### src/rtl/eth_rx_arbiter.sv
// Frame-level round-robin arbiter: N_PORTS byte streams share one consumer, grant held per frame.
// Optional idle-timeout abort of a stalled granted port is enabled by defining ETH_ARB_TIMEOUT_EN.
module eth_rx_arbiter #(
  parameter int N_PORTS     = 2,
  parameter int CNT_W       = 16,
  parameter int TIMEOUT_CYC = 64
) (
  input  logic                   clk,
  input  logic                   rst_n,
  input  logic [8*N_PORTS-1:0]   in_byte,
  input  logic [N_PORTS-1:0]     in_valid,
  input  logic [N_PORTS-1:0]     in_last,
  output logic [N_PORTS-1:0]     in_ready,
  output logic [7:0]             out_byte,
  output logic                   out_valid,
  output logic                   out_last,
  output logic [1:0]             out_port,
  input  logic                   out_ready,
  output logic                   frame_done,
  output logic                   frame_abort,
  output logic [CNT_W-1:0]       frame_len
);

  typedef enum logic {IDLE, FWD} state_t;

  state_t           state_q, state_d;
  logic [1:0]       grant_q, grant_d;
  logic [1:0]       rr_ptr_q, rr_ptr_d;
  logic [CNT_W-1:0] byte_cnt_q, byte_cnt_d;
  logic [CNT_W-1:0] frame_len_q, frame_len_d;
  logic             frame_done_q, frame_done_d;

  logic [31:0]      byte_pad;
  logic [3:0]       valid_pad, last_pad;
  logic [7:0]       g_byte;
  logic             g_valid, g_last;
  logic [1:0]       pick, grant_nxt;
  logic [2:0]       scan_idx;
  logic [CNT_W-1:0] cnt_inc;

  // Pad to four ports so a 2-bit grant indexes every width exactly.
  assign byte_pad  = 32'(in_byte);
  assign valid_pad = 4'(in_valid);
  assign last_pad  = 4'(in_last);

  assign g_byte  = byte_pad[{grant_q, 3'b000} +: 8];
  assign g_valid = valid_pad[grant_q];
  assign g_last  = last_pad[grant_q];

  assign grant_nxt = (grant_q == 2'(N_PORTS - 1)) ? 2'd0 : grant_q + 2'd1;
  assign cnt_inc   = (&byte_cnt_q) ? byte_cnt_q : byte_cnt_q + CNT_W'(1);

  // Lowest offset from rr_ptr wins, so scan offsets downward and let later hits override.
  always_comb begin
    pick     = rr_ptr_q;
    scan_idx = '0;
    for (int k = N_PORTS - 1; k >= 0; k--) begin
      scan_idx = {1'b0, rr_ptr_q} + 3'(k);
      if (scan_idx >= 3'(N_PORTS)) begin
        scan_idx = scan_idx - 3'(N_PORTS);
      end
      if (valid_pad[scan_idx[1:0]]) begin
        pick = scan_idx[1:0];
      end
    end
  end

  generate
    for (genvar gi = 0; gi < N_PORTS; gi++) begin : g_ready
      assign in_ready[gi] = (state_q == FWD) && (grant_q == 2'(gi)) && out_ready;
    end
  endgenerate

`ifdef ETH_ARB_TIMEOUT_EN
  localparam int IDLE_W = $clog2(TIMEOUT_CYC + 1);
  logic [IDLE_W-1:0] idle_q, idle_d;
  logic              frame_abort_q, frame_abort_d;
  assign frame_abort = frame_abort_q;
`else
  assign frame_abort = 1'b0;
  if (TIMEOUT_CYC < 1) begin : g_timeout_param_unused
  end
`endif

  always_comb begin
    state_d      = state_q;
    grant_d      = grant_q;
    rr_ptr_d     = rr_ptr_q;
    byte_cnt_d   = byte_cnt_q;
    frame_len_d  = frame_len_q;
    frame_done_d = 1'b0;
    out_byte     = 8'd0;
    out_valid    = 1'b0;
    out_last     = 1'b0;
`ifdef ETH_ARB_TIMEOUT_EN
    idle_d        = idle_q;
    frame_abort_d = 1'b0;
`endif
    case (state_q)
      IDLE: begin
        if (|in_valid) begin
          grant_d    = pick;
          byte_cnt_d = '0;
          state_d    = FWD;
`ifdef ETH_ARB_TIMEOUT_EN
          idle_d     = '0;
`endif
        end
      end
      FWD: begin
        out_byte  = g_byte;
        out_valid = g_valid;
        out_last  = g_last;
        if (g_valid && out_ready) begin
          byte_cnt_d = cnt_inc;
          if (g_last) begin
            frame_done_d = 1'b1;
            frame_len_d  = cnt_inc;
            rr_ptr_d     = grant_nxt;
            state_d      = IDLE;
          end
        end
`ifdef ETH_ARB_TIMEOUT_EN
        // Only source silence counts; downstream back-pressure never ages the grant.
        if (!g_valid) begin
          if (idle_q == IDLE_W'(TIMEOUT_CYC - 1)) begin
            frame_abort_d = 1'b1;
            frame_len_d   = byte_cnt_q;
            rr_ptr_d      = grant_nxt;
            state_d       = IDLE;
          end else begin
            idle_d = idle_q + IDLE_W'(1);
          end
        end else begin
          idle_d = '0;
        end
`endif
      end
      default: state_d = IDLE;
    endcase
  end

  always_ff @(posedge clk) begin
    if (!rst_n) begin
      state_q      <= IDLE;
      grant_q      <= 2'd0;
      rr_ptr_q     <= 2'd0;
      byte_cnt_q   <= '0;
      frame_len_q  <= '0;
      frame_done_q <= 1'b0;
`ifdef ETH_ARB_TIMEOUT_EN
      idle_q        <= '0;
      frame_abort_q <= 1'b0;
`endif
    end else begin
      state_q      <= state_d;
      grant_q      <= grant_d;
      rr_ptr_q     <= rr_ptr_d;
      byte_cnt_q   <= byte_cnt_d;
      frame_len_q  <= frame_len_d;
      frame_done_q <= frame_done_d;
`ifdef ETH_ARB_TIMEOUT_EN
      idle_q        <= idle_d;
      frame_abort_q <= frame_abort_d;
`endif
    end
  end

  assign out_port   = grant_q;
  assign frame_done = frame_done_q;
  assign frame_len  = frame_len_q;

endmodule

### config.mk
export PLATFORM = sky130hd
export DESIGN_NAME = eth_rx_arbiter
export DESIGN_NICKNAME = d
export VERILOG_FILES = /design/src/rtl/eth_rx_arbiter.sv
export SDC_FILE = /design/constraint.sdc
export NUM_CORES = 1
export LEC_CHECK = 0
export CAP_MARGIN = 25
export CORE_ASPECT_RATIO = 0.9
export CORE_MARGIN = 3
export CORE_UTILIZATION = 53
export CTS_CLUSTER_SIZE = 8
export DETAILED_ROUTE_END_ITERATION = 16
export PLACE_DENSITY = 0.95
export SYNTH_ARGS = -nofsm -noshare
export SYNTH_HDL_FRONTEND = slang
export SYNTH_SLANG_ARGS = --single-unit
### constraint.sdc
create_clock -name clk -period 3.14 [get_ports clk]
set_clock_uncertainty 0.1 [all_clocks]
set_input_delay 0.628 -clock clk [delete_from_list [all_inputs] [get_ports clk]]
set_output_delay 0.628 -clock clk [all_outputs]
set_load 0.03 [all_outputs]
==> out/qor.csv <==
metric,value,unit
outcome,completed,
p_comb_share,13.1,%
final-seq-area,761,um2
placed_area,0.00269,mm2
die_area,0.00486,mm2
wl_per_cell,17.0,um
reg2reg_depth,4,
wl,6.17,mm
crit_type,in -> out,
drive_gt1_share,5.70,%
synth_seq_cells,38,
drcViolationCount,0,
htreeDepth,2,
finalSetupViolations,0,
first_pass_iters,5,
n_fill_cell,294,
rsz0062_at_grt,false,
p_sw,0.272,mW
syn_avg_cell_area,7.83,um2
crit_path_end_kind,primary output,
place.gp.congestion,0.935,
dp_hpwl,4.43,mm
p_int,0.873,mW
worst_pin_slew,499,ps
grt_overflow,0,
antenna_cells,0,
swShare,23.8,%
fin_nets,339,
maxSlewViolCount,0,
hold_violations,0,
whs_path_depth,2,
postCtsHoldBufs,0,
ff2ff_setup_slack,770,ps
grt_pass1_wl,10.1,mm
maxCapViolations,0,
cts_buffers,5,
worstPathArrival,2160,ps
clk_latency,300,ps
syn_nets,299,
cts.sinks,38,
path_clk_slew,70,ps
antenna_found_initial,0,
post-cts-setup-buffers,0,
grt_start_max_net_pins,23,
clock_path_buffers,2,
yosys-top-cells-count,"38 x dfxtp_1, 30 x nand2_1, 22 x clkbuf_1",
yosysMostFrequentCell,dfxtp_1,
hold_end,frame_len[12]$_SDFFE_PN0P_,
vias,2331,
ys_seq_area_share,35.3,%
core.rowCount,21,
hold_class,reg -> reg,
ys.flop_type,dfxtp_1,
start_kind,input port,
ys_top_cells_by_area,"dfxtp_1 35%, mux2i_1 5.6%, nand2_1 5.2%, a31oi_1 4.4%, o21ai_0 4.0%",
clock.fmax,347,MHz
first_iter_violations,251,
multi_input_area,0.00125,mm2
cts_tree,built,
ys_types,50,
grt_pass1_vias,2119,
die_y,66.5,um
post-route-period-util,91.8,%
crit_top_cell,clkdlybuf4s50_1,
postLayoutCellArea,0.00282,mm2
cp_cell_sequence,clkdlybuf4s50_1 -> mux2i_2 -> nor2_1 -> clkdlybuf4s50_1,
relSlewSlack,66.3,%
clock_power_share,43.8,%
grt.total_usage,26.4,%
cp_slowest_cell,clkdlybuf4s50_1,
pwr_density_cell,406,mW/mm2
cp_max_fo,7,
syn2layout_area_growth,31.1,%
async_flop_share,0,%
portBuffers,53,
io_pins,55,
cp.required,2410,ps
ir_drop,393,uV
yosysTopAreaCell,dfxtp_1,
synth_edf_count,0,
r2r_end,frame_len[5]$_SDFFE_PN0P_,
cts_resized,0,
holdCritStartpoint,frame_len[12]$_SDFFE_PN0P_,
via_per_inst,6.44,
core,0.00381,mm2
slowest_delay,600,ps
die_w,73.2,um
p_leak,0.929,nW
yosys_warnings,0,
antenna_left,0,
total_power,1.15,mW
synthesis.area,0.00215,mm2
final.setup.tns,0,ps
cts_root_buffer,clkbuf_8,
power_frac_seq,43.1,%
syn_inst,275,
period_needed,2880,ps
timing.rr.start,out_port[0]$_SDFFE_PN0P_,
start_util,56.5,%
synth.top_cell.area_share,35.3,%
[power by group through the flow]
stage          sequential [mW]  combinational [mW]  clock [mW]
6_report                 0.493               0.150       0.502
2_1_floorplan            0.504              0.0828           0
4_1_cts                  0.493               0.150       0.502
3_3_place_gp             0.504               0.146           0
5_1_grt                  0.495               0.161       0.526
3_5_place_dp             0.505               0.150           0
[metrics by stage]
step	hold WS (ps)	std cells	setup WS (ps)	utilization, %
finish	360	362	256	74.1
global route	392	362	137	74.1
CTS	365	362	269	74.1
detailed placement	347	354	261	70.5
global placement	336	354	298	70.5
floorplan	340	275	771	-
[how the worst max path moves through the flow]
| stage | startpoint | end | slack, ps | depth (start not counted) |
|---|---|---|---|---|
| floorplan | out_port[0]$_SDFFE_PN0P_ | out_byte[0] | 770 | 4 |
| global placement | in_valid[0] | out_valid | 300 | 4 |
| detailed placement | in_valid[0] | frame_len[7]$_SDFFE_PN0P_ | 260 | 5 |
| CTS | in_valid[1] | out_valid | 270 | 4 |
| global route | in_valid[0] | out_valid | 140 | 4 |
| finish | in_valid[1] | out_valid | 260 | 4 |
[state kept, by name (all words and copies together), names as in the netlist]
register / flops
byte_cnt_q: 16
frame_len: 16
out_port: 2
rr_ptr_q: 2
frame_done: 1
state_q: 1
[logic make-up (layout without fill, tap and decap cells)]
family                     after synthesis  count (layout)  synth area share [%]
muxes                                   13              13                  6.22
and+or+nand+nor                        110             110                  27.3
buffers and inverters                   34              75                  6.45
DFF                                     38              38                  35.3
adders and majority gates                1               1                 0.581
xor gates and xnor gates                 4               4                  1.63
other                                    1               1                 0.174
AOI/OAI and AO/OA                       74              74                  22.3
[routing by layer]
layer	GRT usage, %	routed length [um]
met5	0	0
met4	10.8	101
met3	7.39	472
met2	39.6	2950
met1	35.2	2640
[layout make-up]
type,instances,area share [%]
well taps,46,2.04
clock inverters,3,2.44
repair buffers,61,20.9
clock buffers,5,2.44
multi-input cells,203,44.4
inverters,6,0.798
flip-flops and latches,38,27.0
[critical path, delay by kind of cell]
family	cells	cell delay, ps
buf+inv	2	1090
mux	1	360
simple gates	1	70
[layout by cell type (no fill, tap or decap), types with 5 or more instances in the layout]
cell / instances
dfxtp_1: 38
or4_1: 7
nand3_1: 14
and4_1: 6
mux2i_1: 12
o211ai_1: 7
nand2_1: 30
buf_4: 8
nor2_1: 17
a21oi_1: 12
nand2b_1: 5
a31oi_1: 15
clkbuf_8: 5
nor3_1: 6
clkdlybuf4s50_1: 53
inv_1: 5
nand4_1: 10
o21ai_0: 17
No activity file was read; power rests on OpenSTA's default activity.
